### src/rtl/stopwatch_pkg.sv
// stopwatch_pkg
// Shared constants for the stopwatch display path.
//   SEG_0..SEG_9, SEG_BLANK : 7-bit active-low segment codes, bit order {g,f,e,d,c,b,a}
//   SLOT_*                  : scan slot indices; these match the adjust-select encoding
//   DP_SLOT                 : slot whose decimal point separates minutes from seconds
package stopwatch_pkg;

  localparam logic [6:0] SEG_0     = 7'h40;
  localparam logic [6:0] SEG_1     = 7'h79;
  localparam logic [6:0] SEG_2     = 7'h24;
  localparam logic [6:0] SEG_3     = 7'h30;
  localparam logic [6:0] SEG_4     = 7'h19;
  localparam logic [6:0] SEG_5     = 7'h12;
  localparam logic [6:0] SEG_6     = 7'h02;
  localparam logic [6:0] SEG_7     = 7'h78;
  localparam logic [6:0] SEG_8     = 7'h00;
  localparam logic [6:0] SEG_9     = 7'h10;
  localparam logic [6:0] SEG_BLANK = 7'h7F;

  localparam logic [1:0] SLOT_SEC_ONES = 2'd0;
  localparam logic [1:0] SLOT_SEC_TENS = 2'd1;
  localparam logic [1:0] SLOT_MIN_ONES = 2'd2;
  localparam logic [1:0] SLOT_MIN_TENS = 2'd3;

  // The dp sits on the minutes-ones digit, so it appears between minutes and seconds.
  localparam logic [1:0] DP_SLOT = SLOT_MIN_ONES;

endpackage

### src/rtl/stopwatch_display_seg7_decode.sv
// seg7_decode
// Combinational BCD to seven-segment decoder with active-low outputs.
//   i_val [3:0] : digit value; 0-9 decode to a glyph, 10-15 decode to blank
//   o_seg [6:0] : active-low segments {g,f,e,d,c,b,a}
module seg7_decode
  import stopwatch_pkg::*;
(
  input  logic [3:0] i_val,
  output logic [6:0] o_seg
);

  always_comb begin
    o_seg = SEG_BLANK;
    case (i_val)
      4'd0:    o_seg = SEG_0;
      4'd1:    o_seg = SEG_1;
      4'd2:    o_seg = SEG_2;
      4'd3:    o_seg = SEG_3;
      4'd4:    o_seg = SEG_4;
      4'd5:    o_seg = SEG_5;
      4'd6:    o_seg = SEG_6;
      4'd7:    o_seg = SEG_7;
      4'd8:    o_seg = SEG_8;
      4'd9:    o_seg = SEG_9;
      default: o_seg = SEG_BLANK;
    endcase
  end

endmodule

### src/rtl/stopwatch_display.sv
// stopwatch_display
// Time-multiplexes four BCD digits onto a 4-digit common-anode seven-segment
// display, lights the minutes/seconds separator dp, and blinks the selected
// digit while in adjust mode.
//   clk, rst          : clock, asynchronous active-high reset
//   sec_ones/sec_tens : seconds digits (4-bit / 3-bit)
//   min_ones/min_tens : minutes digits (4-bit / 3-bit)
//   adj, sel          : adjust mode and selected digit (0=sec_ones .. 3=min_tens)
//   an  [3:0]         : active-low anode enables, an[i] drives slot i
//   seg [7:0]         : active-low cathodes, seg[7]=dp, seg[6:0]={g,f,e,d,c,b,a}
module stopwatch_display
  import stopwatch_pkg::*;
#(
  parameter int unsigned SCAN_DIV  = 100000,
  parameter int unsigned BLINK_DIV = 25000000
) (
  input  logic       clk,
  input  logic       rst,
  input  logic [3:0] sec_ones,
  input  logic [2:0] sec_tens,
  input  logic [3:0] min_ones,
  input  logic [2:0] min_tens,
  input  logic       adj,
  input  logic [1:0] sel,
  output logic [3:0] an,
  output logic [7:0] seg
);

  localparam int SCAN_W  = $clog2(SCAN_DIV);
  localparam int BLINK_W = $clog2(BLINK_DIV);
  localparam logic [SCAN_W-1:0]  SCAN_LAST  = SCAN_W'(SCAN_DIV - 1);
  localparam logic [BLINK_W-1:0] BLINK_LAST = BLINK_W'(BLINK_DIV - 1);

  logic [SCAN_W-1:0]  r_scan_cnt;
  logic [1:0]         r_scan_idx;
  logic [BLINK_W-1:0] r_blink_cnt;
  logic               r_blink_on;
  logic [3:0]         r_an;
  logic [7:0]         r_seg;

  logic [3:0] w_digit;
  logic [6:0] w_seg7;
  logic       w_blank;
  logic       w_dp_n;
  logic [3:0] w_an_next;
  logic [7:0] w_seg_next;

  // Digit mux; 3-bit tens digits are zero-extended.
  always_comb begin
    w_digit = sec_ones;
    case (r_scan_idx)
      SLOT_SEC_ONES: w_digit = sec_ones;
      SLOT_SEC_TENS: w_digit = {1'b0, sec_tens};
      SLOT_MIN_ONES: w_digit = min_ones;
      SLOT_MIN_TENS: w_digit = {1'b0, min_tens};
      default:       w_digit = sec_ones;
    endcase
  end

  seg7_decode u_decode (
    .i_val (w_digit),
    .o_seg (w_seg7)
  );

  // A blanked slot turns off its anode too, so no digit is lit at all.
  assign w_blank    = adj && !r_blink_on && (r_scan_idx == sel);
  assign w_dp_n     = (r_scan_idx != DP_SLOT);
  assign w_an_next  = w_blank ? 4'b1111 : ~(4'b0001 << r_scan_idx);
  assign w_seg_next = w_blank ? 8'hFF : {w_dp_n, w_seg7};

  always_ff @(posedge clk or posedge rst) begin
    if (rst) begin
      r_scan_cnt  <= '0;
      r_scan_idx  <= SLOT_SEC_ONES;
      r_blink_cnt <= '0;
      r_blink_on  <= 1'b1;
      r_an        <= 4'b1111;
      r_seg       <= 8'hFF;
    end else begin
      if (r_scan_cnt == SCAN_LAST) begin
        r_scan_cnt <= '0;
        r_scan_idx <= r_scan_idx + 2'd1;
      end else begin
        r_scan_cnt <= r_scan_cnt + 1'b1;
      end

      // Holding the blink phase outside adjust guarantees a full visible
      // half-period whenever adjust is entered.
      if (!adj) begin
        r_blink_cnt <= '0;
        r_blink_on  <= 1'b1;
      end else if (r_blink_cnt == BLINK_LAST) begin
        r_blink_cnt <= '0;
        r_blink_on  <= ~r_blink_on;
      end else begin
        r_blink_cnt <= r_blink_cnt + 1'b1;
      end

      // an and seg are registered together so the pins change on one edge.
      r_an  <= w_an_next;
      r_seg <= w_seg_next;
    end
  end

  assign an  = r_an;
  assign seg = r_seg;

endmodule

### config.mk
export PLATFORM = sky130hd
export DESIGN_NAME = stopwatch_display
export DESIGN_NICKNAME = d
export VERILOG_FILES = /design/src/rtl/stopwatch_pkg.sv /design/src/rtl/stopwatch_display_seg7_decode.sv /design/src/rtl/stopwatch_display.sv
export SDC_FILE = /design/constraint.sdc
export NUM_CORES = 1
export LEC_CHECK = 0
export ABC_AREA = 0
export CAP_MARGIN = 40
export CORE_ASPECT_RATIO = 1.2
export CORE_MARGIN = 4
export CORE_UTILIZATION = 25
export CTS_BUF_LIST = sky130_fd_sc_hd__clkbuf_16
export DETAILED_ROUTE_END_ITERATION = 10
export MAX_ROUTING_LAYER = met4
export PLACE_DENSITY = 0.46
export SLEW_MARGIN = 5
export SYNTH_ARGS = -nofsm -noshare
export SYNTH_HDL_FRONTEND = slang
export SYNTH_HIERARCHICAL = 1
export SYNTH_SLANG_ARGS = --single-unit
### constraint.sdc
create_clock -name clk -period 2.3 [get_ports clk]
set_input_delay 0.575 -clock clk [delete_from_list [all_inputs] [get_ports clk]]
set_output_delay 0.575 -clock clk [all_outputs]
set_load 0.02 [all_outputs]
==> flow_metrics.env, run 1 <==
export IMPL_ant_nets=0
export IMPL_grt_overflow=0
export IMPL_core_area_sq_mm=0.01157
export IMPL_postSynthAreaPerCell_sq_um=9.831
export IMPL_path_max_fanout=4
export IMPL_cts_buffers=5
export IMPL_r2r_start="r_scan_idx[0]$_DFFE_PP0N_"
export IMPL_nNetsFinal=375
export IMPL_clk_pin_slew_worst_paths_ns=0.07
export IMPL_grt_total_usage_pct=10.07
export IMPL_hp_class="flop to flop"
export IMPL_grt_pass1_wl_mm=10.76
export IMPL_io_buffer_count=30
export IMPL_rsz0062_at_grt="false"
export IMPL_first_global_vias=2337
export IMPL_power_net_switching_mw=0.4445
export IMPL_switching_share_pct=21.71
export IMPL_place_hpwl_mm=4.675
export IMPL_endpoint_kind="flop"
export IMPL_dr_pass1_iters=4
export IMPL_via_per_inst=4.544
export IMPL_crit_required_ns=2.53
export IMPL_die_h_um=127.2
export IMPL_ctsHtreeMaxLevel=2
export IMPL_hold_violations=0
export IMPL_syn_inst=301
export IMPL_finalCritPeriodShare_pct=92.13
export IMPL_ys_types=37
export IMPL_whs_ns=0.4882
export IMPL_status="completed"
export IMPL_max_vdd_ir_drop_uv=267.4
export IMPL_antenna_found_initial=0
export IMPL_clock_power_share_pct=42.5
export IMPL_leakagePower_nw=1.462
export IMPL_yosysSeqAreaShare_pct=47.86
export IMPL_drt_initial_drc_count=42
export IMPL_path_class="flop to flop"
export IMPL_crit_arrival_ns=2.35
export IMPL_gp_congestion=0.7145
export IMPL_synth_area_sq_mm=0.002959
export IMPL_p_comb_share_pct=8.0
export IMPL_cts_tree="yes"
export IMPL_grt_max_degree=26
export IMPL_fmaxAchievable_ghz=0.4719
export IMPL_syn_to_final_growth_pct=25.92
export IMPL_clock_path_buffers=2
export IMPL_dp_cells=493
export IMPL_ys_warn_count=6
export IMPL_start_util_pct=25.58
export IMPL_dieArea_sq_mm=0.01365
export IMPL_chipWidth_um=107.3
export IMPL_cts_num_sinks=56
export IMPL_maxSlewViolCount=0
export IMPL_startpoint="r_scan_idx[0]$_DFFE_PP0N_"
export IMPL_worstRegToRegCells=9
export IMPL_finalPower_mw=2.047
export IMPL_routed_wl_mm=6.217
export IMPL_seqPwrFrac_pct=49.5
export IMPL_synth_seq_cells=56
export IMPL_syn_nets=332
export IMPL_slew_headroom_pct=56.55
export IMPL_cap_viol_max_count=0
export IMPL_worst_slew_pin_slew_ns=0.6337
export IMPL_stdcell_count=502
export IMPL_crit_path_end="seg[3]$_DFF_PP1_"
export IMPL_period_minus_slack_ns=2.119
export IMPL_drive_gt1_share_pct=14.49
export IMPL_cp_start_kind="flop"
export IMPL_r2r_setup_slack_ns=0.18
export IMPL_insertion_delay_ns=0.30
export IMPL_power_density_mw_per_mm2=549.5
export IMPL_reg2reg_to="seg[3]$_DFF_PP1_"
export IMPL_routedWlPerCell_um=12.38
export IMPL_io_pins=31
export IMPL_internal_power_mw=1.603
export IMPL_num_vias=2281
export IMPL_fin_skew_ns=0.01041
export IMPL_setup_violations=0
export IMPL_row_count=43
export IMPL_ctsRootBufferMaster="clkbuf_16"
export IMPL_num_antenna_cells=0
export IMPL_route_detailed_drc=0
[synthesized netlist by cell type, drive strengths merged]
master,number,area share [%]
clkbuf,3,0.38
nand2b,12,2.5
and4,5,1.5
and2,4,0.85
a21oi,16,2.8
ha,12,5.1
nor3,6,1.0
dfstp,12,11
nor2,27,3.4
nand4b,2,0.59
or2,1,0.21
or4,9,2.7
o21ai,16,2.7
buf,8,1.8
nand4,13,2.7
inv,12,1.5
nor2b,1,0.21
nor4b,1,0.30
or3,12,2.5
xor2,7,2.1
nand2,27,3.4
mux2,1,0.38
mux2i,3,1.0
a31oi,1,0.21
nor4,3,0.63
dfrtp,44,37
or2b,1,0.25
o31ai,6,2.0
a222oi,3,1.0
nand3,12,2.0
xnor2,21,6.2
[final cells by class]
type                            instances  area [sq um]
Timing Repair Buffer                   47         452.9
Inverter                               12         45.04
Clock buffer                            5         125.1
Clock inverter                          3         42.54
Multi-Input combinational cell        222          1446
Fill cell                            1211          7841
Sequential cell                        56          1418
Tap cell                              157         196.4
[placed cells by master (no fill, tap or decap), types with 2 or more instances in the layout]
master,instances
o31ai_1,5
a21oi_1,15
nand2_1,27
ha_1,9
nor3_1,6
buf_12,2
nor2_1,27
nand3_1,12
dfrtp_1,43
nor4_1,2
nand2b_1,12
xnor2_1,21
o21ai_0,16
inv_2,2
dfstp_2,12
inv_1,10
ha_2,3
xor2_1,7
nand4_1,13
mux2i_1,3
buf_4,15
or4_4,3
or3_1,12
and4_1,5
or4_1,6
clkdlybuf4s50_1,30
clkbuf_16,5
a222oi_1,3
and2_1,4
nand4b_1,2
[timing repair]
item / 4_1_cts / 5_1_grt
setup buffers: 0 / 1
gates resized for setup: 0 / 5
hold buffers: 0 / 0
endpoints found under the setup margin: 0 / 8
[power groups by stage]
stage	Combinational (mW)	Clock [mW]	Sequential, mW
after floorplan	0.0649	0	1.05
after global placement	0.168	0	1.03
after detailed placement	0.168	0	1.03
after CTS	0.168	0.902	1.01
after global routing	0.182	0.950	1.02
final	0.163	0.870	1.01
[sequential cells by signal (all words and copies together) (netlist names)]
name	count
an	4
r_scan_idx	2
r_blink_on	1
r_blink_cnt	25
r_scan_cnt	17
seg	7
[worst max-delay path, cell delays in order (launching register included)]
cell and delay (ns):
dfrtp_1 0.40, inv_2 0.08, ha_2 0.22, a222oi_1 0.36, mux2i_1 0.18, ha_1 0.22
or2_1 0.21, a21oi_2 0.15, a31oi_1 0.05, nand2b_1 0.17
[logic make-up after synthesis]
family,synth area share [%]
buffers and inverters,3.721
muxes,1.395
xor gates and xnor gates,8.288
DFF,47.86
AOI/OAI and AO/OA,8.753
adders and majority gates,5.074
and+or+nand+nor,24.91
[stage by stage]
| step | util (%) | setup WS (ns) | setup TNS (ns) | cell area [sq um] |
|---|---|---|---|---|
| final | 32.21 | 0.1811 | 0 | 3726 |
| after global routing | 32.21 | 0.008803 | 0 | 3726 |
| after CTS | 32.07 | 0.005764 | 0 | 3710 |
| after detailed placement | 30.62 | -0.1193 | -0.2599 | 3542 |
| after global placement | 30.62 | -0.1010 | -0.1655 | 3542 |
| after floorplan | - | 0.1065 | 0 | 2959 |
[metal layers]
layer / track usage (%) / up-vias / wire length, um
met5: - / - / 0
met4: 3.988 / 0 / 109
met3: 2.324 / 7 / 209
met2: 17.24 / 27 / 3149
met1: 11.33 / 1112 / 2748
li1: - / 1135 / -
[how the worst min path moves through the flow]
stage	from	end	slack, ns	cells after the start
2_1_floorplan	r_scan_cnt[0]$_DFF_PP0_	r_scan_cnt[0]$_DFF_PP0_	0.45	1
3_3_place_gp	r_scan_cnt[0]$_DFF_PP0_	r_scan_cnt[0]$_DFF_PP0_	0.49	1
3_5_place_dp	r_scan_cnt[0]$_DFF_PP0_	r_scan_cnt[0]$_DFF_PP0_	0.49	1
4_1_cts	r_scan_cnt[0]$_DFF_PP0_	r_scan_cnt[0]$_DFF_PP0_	0.50	1
5_1_grt	r_scan_cnt[4]$_DFF_PP0_	r_scan_cnt[4]$_DFF_PP0_	0.52	1
6_report	r_scan_cnt[0]$_DFF_PP0_	r_scan_cnt[0]$_DFF_PP0_	0.49	1
Power figures use the tool's default switching activity.
==> run 2: changes to the inputs <==
--- a/config.mk
+++ b/config.mk
@@ -7,13 +7,15 @@
 export LEC_CHECK = 0
 export ABC_AREA = 0
 export CAP_MARGIN = 40
+export CELL_PAD_IN_SITES_DETAIL_PLACEMENT = 1
+export CELL_PAD_IN_SITES_GLOBAL_PLACEMENT = 1
 export CORE_ASPECT_RATIO = 1.2
 export CORE_MARGIN = 4
 export CORE_UTILIZATION = 25
 export CTS_BUF_LIST = sky130_fd_sc_hd__clkbuf_16
 export DETAILED_ROUTE_END_ITERATION = 10
 export MAX_ROUTING_LAYER = met4
-export PLACE_DENSITY = 0.46
+export PLACE_DENSITY_LB_ADDON = 0.1
 export SLEW_MARGIN = 5
 export SYNTH_ARGS = -nofsm -noshare
 export SYNTH_HDL_FRONTEND = slang
==> run 2 against run 1 <==
  * First-iteration DRC count is 2.4% lower
  * Via count is 1.4% higher
  * Total power is 4.5% lower
  * Non-clock buffer count rose by 2
  * Clock skew fell by 0.0010 ns
  * Final area decreased by 0.60%
  * Largest power group unchanged
==> flow_metrics.env, run 2 (synthesis results as in run 1) <==
export IMPL_antenna_found_initial=0
export IMPL_finalCritPeriodShare_pct=93.09
export IMPL_finalPower_mw=1.956
export IMPL_dr_pass1_iters=6
export IMPL_internal_power_mw=1.494
export IMPL_worst_slew_pin_slew_ns=0.4098
export IMPL_dieArea_sq_mm=0.01365
export IMPL_fin_skew_ns=0.009375
export IMPL_routedWlPerCell_um=14.12
export IMPL_seq_area_sq_mm=0.001418
export IMPL_cp_cell_sequence="ha_1 > nand4_1 > or4_4 > buf_4 > or3_1 > a21oi_1"
export IMPL_path_buf_inv=1
export IMPL_place_ws_ns=-0.07395
export IMPL_grt_pass1_wl_mm=12.24
export IMPL_switching_share_pct=23.61
export IMPL_crit_required_ns=2.52
export IMPL_insertion_delay_ns=0.30
export IMPL_multiInputGateArea_sq_mm=0.001445
export IMPL_cts_buffers=5
export IMPL_die_h_um=127.2
export IMPL_crit_path_top_delay_cell="or4_4"
export IMPL_routed_wl_mm=7.118
export IMPL_endpoint_kind="flop"
export IMPL_drt_initial_drc_count=41
export IMPL_chipWidth_um=107.3
export IMPL_status="completed"
export IMPL_layout_commonest_cell="dfrtp_1"
export IMPL_place_hpwl_mm=5.432
export IMPL_crit_arrival_ns=2.36
export IMPL_cts_tree="yes"
export IMPL_power_density_mw_per_mm2=528.1
export IMPL_grt_max_degree=28
export IMPL_clk_pin_slew_worst_paths_ns=0.08
export IMPL_via_per_inst=4.587
export IMPL_cp_start_kind="flop"
export IMPL_start_util_pct=25.58
export IMPL_nNetsFinal=377
export IMPL_max_vdd_ir_drop_uv=240.5
export IMPL_io_buffer_count=30
export IMPL_num_antenna_cells=0
export IMPL_clock_power_share_pct=39.5
export IMPL_fill_cells=1328
export IMPL_gp_congestion=0.7720
export IMPL_regMostFlops="r_blink_cnt"
export IMPL_cts_num_sinks=56
export IMPL_p_comb_share_pct=8.5
export IMPL_drive_gt1_share_pct=14.41
export IMPL_period_minus_slack_ns=2.141
export IMPL_fmaxAchievable_ghz=0.4671
export IMPL_hp_class="flop to flop"
export IMPL_row_count=43
export IMPL_syn_to_final_growth_pct=25.16
export IMPL_postCtsHoldBufs=0
export IMPL_maxSlewViolCount=0
export IMPL_hold_violations=0
export IMPL_first_global_vias=2462
export IMPL_grt_total_usage_pct=11.40
export IMPL_setup_violations=0
export IMPL_core_area_sq_mm=0.01157
export IMPL_crit_family="simple AND/OR/NAND/NOR gates"
export IMPL_slew_headroom_pct=72.64
export IMPL_path_class="flop to flop"
export IMPL_whs_ns=0.4812
export IMPL_grt_overflow=0
export IMPL_cpPeakStageDelay_ns=0.63
export IMPL_seqPwrFrac_pct=52.0
export IMPL_power_net_switching_mw=0.4617
export IMPL_rsz0062_at_grt="false"
export IMPL_final_setup_worst_slack_ns=0.1589
export IMPL_io_pins=31
export IMPL_final_cell_mix="43 x dfrtp_1, 30 x clkdlybuf4s50_1, 27 x nand2_1, 27 x nor2_1, 21 x xnor2_1"
export IMPL_leakagePower_nw=1.460
export IMPL_num_vias=2312
export IMPL_largest_reg_flops=25
export IMPL_tns_ns=0
export IMPL_ctsHtreeMaxLevel=2
export IMPL_ctsRootBufferMaster="clkbuf_16"
export IMPL_clock_path_buffers=2
export IMPL_route_detailed_drc=0
export IMPL_cap_viol_max_count=0
export IMPL_path_max_fanout=9
export IMPL_ant_nets=0
run 2: what timing repair did:
| action | 4_1_cts | 5_1_grt |
|---|---|---|
| gates resized for setup | 0 | 3 |
| setup buffers | 0 | 1 |
| setup endpoints to repair | 0 | 5 |
run 2: worst paths after layout:
| path | slack, ns | cells after the start | from | to |
|---|---|---|---|---|
| min reg2reg | 0.48 | 1 | r_scan_cnt[0]$_DFF_PP0_ | r_scan_cnt[0]$_DFF_PP0_ |
| max | 0.16 | 6 | r_blink_cnt[1]$_DFF_PP0_ | r_blink_cnt[16]$_DFF_PP0_ |
| max reg2reg | 0.16 | 6 | r_blink_cnt[1]$_DFF_PP0_ | r_blink_cnt[16]$_DFF_PP0_ |
| max in group asynchronous | 1.15 | 3 | rst | seg[6]$_DFF_PP1_ |
| min | 0.48 | 1 | r_scan_cnt[0]$_DFF_PP0_ | r_scan_cnt[0]$_DFF_PP0_ |
| min in group asynchronous | 0.58 | 2 | rst | r_scan_cnt[2]$_DFF_PP0_ |
run 2: power groups by stage:
stage,Combinational [mW],Clock [mW],Sequential [mW]
4_1_cts,0.173,0.819,1.02
5_1_grt,0.188,0.850,1.02
6_report,0.167,0.772,1.02
3_3_place_gp,0.170,0,1.04
3_5_place_dp,0.172,0,1.04
2_1_floorplan,0.0649,0,1.05
run 2: worst register-to-register path, delay by kind of cell, from the launching register on:
kind | cells | cell delay, ns
AO/OA/AOI/OAI | 1 | 0.15
flip-flops | 1 | 0.41
adder cells (fa/ha/maj) | 1 | 0.20
AND/OR/NAND/NOR | 3 | 1.12
buffers and inverters | 1 | 0.19
run 2: through the flow:
step                std cells  util (%)  instance area [sq um]
finish                    504     32.02                   3704
CTS                       503     31.89                   3689
floorplan                 301         -                   2959
global placement          495     30.64                   3545
detailed placement        495     30.64                   3545
global route              504     32.02                   3704
run 2: cell type report:
| cell class | instances | area share (%) |
|---|---|---|
| Multi-Input combinational cell | 222 | 39.02 |
| Sequential cell | 56 | 38.28 |
| Timing Repair Buffer | 49 | 12.30 |
| Tap cell | 157 | 5.304 |
| Clock buffer | 5 | 3.378 |
| Inverter | 12 | 1.216 |
| Clock inverter | 3 | 0.5068 |
run 2: per-layer routing:
layer	global-route usage (%)	wire length, um	vias up
met5	-	0	-
met4	3.386	87	0
met3	1.971	123	6
met2	20.77	3857	17
met1	12.64	3051	1149
li1	-	-	1140
==> run 3: changes to the inputs <==
--- a/config.mk
+++ b/config.mk
@@ -14,6 +14,7 @@
 export CORE_UTILIZATION = 25
 export CTS_BUF_LIST = sky130_fd_sc_hd__clkbuf_16
 export DETAILED_ROUTE_END_ITERATION = 10
+export DONT_BUFFER_PORTS = 1
 export MAX_ROUTING_LAYER = met4
 export PLACE_DENSITY_LB_ADDON = 0.1
 export SLEW_MARGIN = 5
==> constraint.sdc (replaced) <==
create_clock -name clk -period 1.8 [get_ports clk]
set_input_delay 0.45 -clock clk [delete_from_list [all_inputs] [get_ports clk]]
set_output_delay 0.45 -clock clk [all_outputs]
set_load 0.02 [all_outputs]
==> run 3 against run 2 <==
  * The flow now finishes with violations (negative setup slack)
  * Global-route usage increased by 1.1 points
  * Final area rose by 17%
  * Sequential power rose by 29%
  * Worst hold slack worse by 0.39 ns
  * Combinational power grew 16%
  * Total power rose by 34%
  * Setup slack worse by 0.39 ns
  * Fmax is 5.5% higher
  * Clock skew decreased by 0.0017 ns
  * Critical endpoint is now seg[0]$_DFF_PP1_
==> flow_metrics.env, run 3 (synthesis results as in run 1) <==
export IMPL_met2_usage_pct=22.98
export IMPL_chipWidth_um=107.3
export IMPL_regMostFlops="r_blink_cnt"
export IMPL_crit_arrival_ns=2.26
export IMPL_cts_buffers=5
export IMPL_finalCritPeriodShare_pct=112.8
export IMPL_stdcell_count=542
export IMPL_drive_gt1_share_pct=44.42
export IMPL_leakagePower_nw=1.774
export IMPL_max_vdd_ir_drop_uv=395.1
export IMPL_worstRegToRegCells=9
export IMPL_syn_to_final_growth_pct=46.43
export IMPL_crit_path_end="seg[0]$_DFF_PP1_"
export IMPL_final_setup_worst_slack_ns=-0.2302
export IMPL_dr_pass1_iters=4
export IMPL_cp_start_kind="flop"
export IMPL_ctsRootBufferMaster="clkbuf_16"
export IMPL_whs_ns=0.09453
export IMPL_final_cell_mix="74 x buf_4, 42 x dfrtp_1, 24 x nand2_1"
export IMPL_nNetsFinal=415
export IMPL_status="finished with violations"
export IMPL_crit_path_top_delay_cell="dfrtp_1"
export IMPL_via_per_inst=4.603
export IMPL_first_global_vias=2721
export IMPL_core_area_sq_mm=0.01157
export IMPL_row_count=43
export IMPL_route_detailed_drc=0
export IMPL_num_antenna_cells=0
export IMPL_worst_slew_pin_slew_ns=0.4319
export IMPL_fin_skew_ns=0.007659
export IMPL_largest_reg_flops=25
export IMPL_finalPower_mw=2.625
export IMPL_postCtsHoldBufs=0
export IMPL_cts_num_sinks=56
export IMPL_crit_required_ns=2.03
export IMPL_cp_cell_sequence="inv_2 > ha_4 > a222oi_1 > mux2i_1 > ha_2 > or2_1 > a21oi_2 > nor2_1 > nand2b_1"
export IMPL_r2r_setup_slack_ns=-0.23
export IMPL_grt_max_degree=57
export IMPL_dp_cells=513
export IMPL_routedWlPerCell_um=15.03
export IMPL_die_h_um=127.2
export IMPL_num_vias=2495
export IMPL_io_buffer_count=0
export IMPL_hold_violations=0
export IMPL_cts_tree="yes"
export IMPL_rsz0062_at_grt="true"
export IMPL_grt_use_met1_pct=13.78
export IMPL_drt_initial_drc_count=54
export IMPL_maxSlewViolCount=0
export IMPL_place_hpwl_mm=5.539
export IMPL_busiest_layer="met2"
export IMPL_grt_total_usage_pct=12.53
export IMPL_path_max_fanout=4
export IMPL_routed_wl_mm=8.145
export IMPL_start_util_pct=25.58
export IMPL_startpoint="r_scan_idx[0]$_DFFE_PP0N_"
export IMPL_gp_congestion=0.7657
export IMPL_insertion_delay_ns=0.30
export IMPL_fmaxAchievable_ghz=0.4926
export IMPL_io_pins=31
export IMPL_layout_commonest_cell="buf_4"
export IMPL_clock_path_buffers=2
export IMPL_grt_pass1_wl_mm=13.34
export IMPL_reg2reg_to="seg[0]$_DFF_PP1_"
export IMPL_grt_use_met3_pct=2.223
export IMPL_period_minus_slack_ns=2.030
export IMPL_slew_headroom_pct=71.21
export IMPL_setup_violations=19
export IMPL_cpPeakStageDelay_ns=0.42
export IMPL_hp_class="primary input to async pin"
export IMPL_dieArea_sq_mm=0.01365
export IMPL_cap_viol_max_count=0
export IMPL_grt_overflow=0
export IMPL_antenna_found_initial=0
export IMPL_post_route_util_pct=37.46
export IMPL_endpoint_kind="flop"
export IMPL_clk_pin_slew_worst_paths_ns=0.08
export IMPL_violations="negative setup slack"
export IMPL_ant_nets=0
export IMPL_ctsHtreeMaxLevel=2
export IMPL_final_design_area_no_fill_sq_mm=0.004333
export IMPL_r2r_start="r_scan_idx[0]$_DFFE_PP0N_"
export IMPL_path_class="flop to flop"
export IMPL_power_density_mw_per_mm2=605.8
export IMPL_placed_cell_area_sq_mm=0.003677
## run 3: changes by cell type in the layout (fill, tap and decap cells not counted), moves of 5 or more
cell	change
buf_4	+56
clkdlybuf4s50_1	-30
nor2_1	-12
a21oi_1	-9
a21oi_2	+9
nor2_4	+8
buf_6	+7
ha_1	-5
or3_1	-5
or3_4	+5
or4_4	+5
## run 3: repair_timing
action	CTS	global route
buffers inserted	9	9
pin swaps	23	27
endpoints found under the setup margin	28	33
cloned	1	2
resized for setup	21	54
## run 3: where the power goes
part | switching (mW) | leakage (nW) | internal [mW]
sequential | 0.0276 | 0.721 | 1.29
combinational | 0.100 | 0.974 | 0.0930
clock | 0.466 | 0.0789 | 0.649
## run 3: worst min path at each step
| stage | from | end | slack (ns) |
|---|---|---|---|
| global route | rst | r_blink_cnt[10]$_DFF_PP0_ | 0.11 |
| floorplan | r_scan_cnt[0]$_DFF_PP0_ | r_scan_cnt[0]$_DFF_PP0_ | 0.45 |
| global placement | rst | r_blink_cnt[10]$_DFF_PP0_ | 0.43 |
| finish | rst | r_blink_cnt[10]$_DFF_PP0_ | 0.09 |
| CTS | rst | r_blink_cnt[10]$_DFF_PP0_ | 0.11 |
| detailed placement | rst | r_blink_cnt[11]$_DFF_PP0_ | 0.43 |
## run 3: layer usage
layer	part of all wire, %	routed length (um)
met5	0	0
met2	54	4433
met1	42	3436
met4	1.5	121
met3	1.9	153
## run 3: cell type report
type,count,area (sq um)
Inverter,12,48.80
Multi-Input combinational cell,223,1762
Clock inverter,3,37.54
Fill cell,1301,7234
Clock buffer,5,125.1
Tap cell,157,196.4
Sequential cell,56,1419
Timing Repair Buffer,86,744.5
## run 3: metrics by stage
stage | TNS (ns) | setup WS (ns)
2_1_floorplan | -0.7121 | -0.1358
3_3_place_gp | -2.069 | -0.1705
6_report | -1.838 | -0.2302
3_5_place_dp | -2.941 | -0.2463
5_1_grt | -4.392 | -0.3672
4_1_cts | -2.449 | -0.2492
## run 3: critical path: cells and delay by family (launching register included)
kind / cells / cell delay, ns
mux: 1 / 0.20
fa+ha+maj: 2 / 0.37
simple gates: 3 / 0.40
flops: 1 / 0.42
compound gates: 2 / 0.50
buf+inv: 1 / 0.08
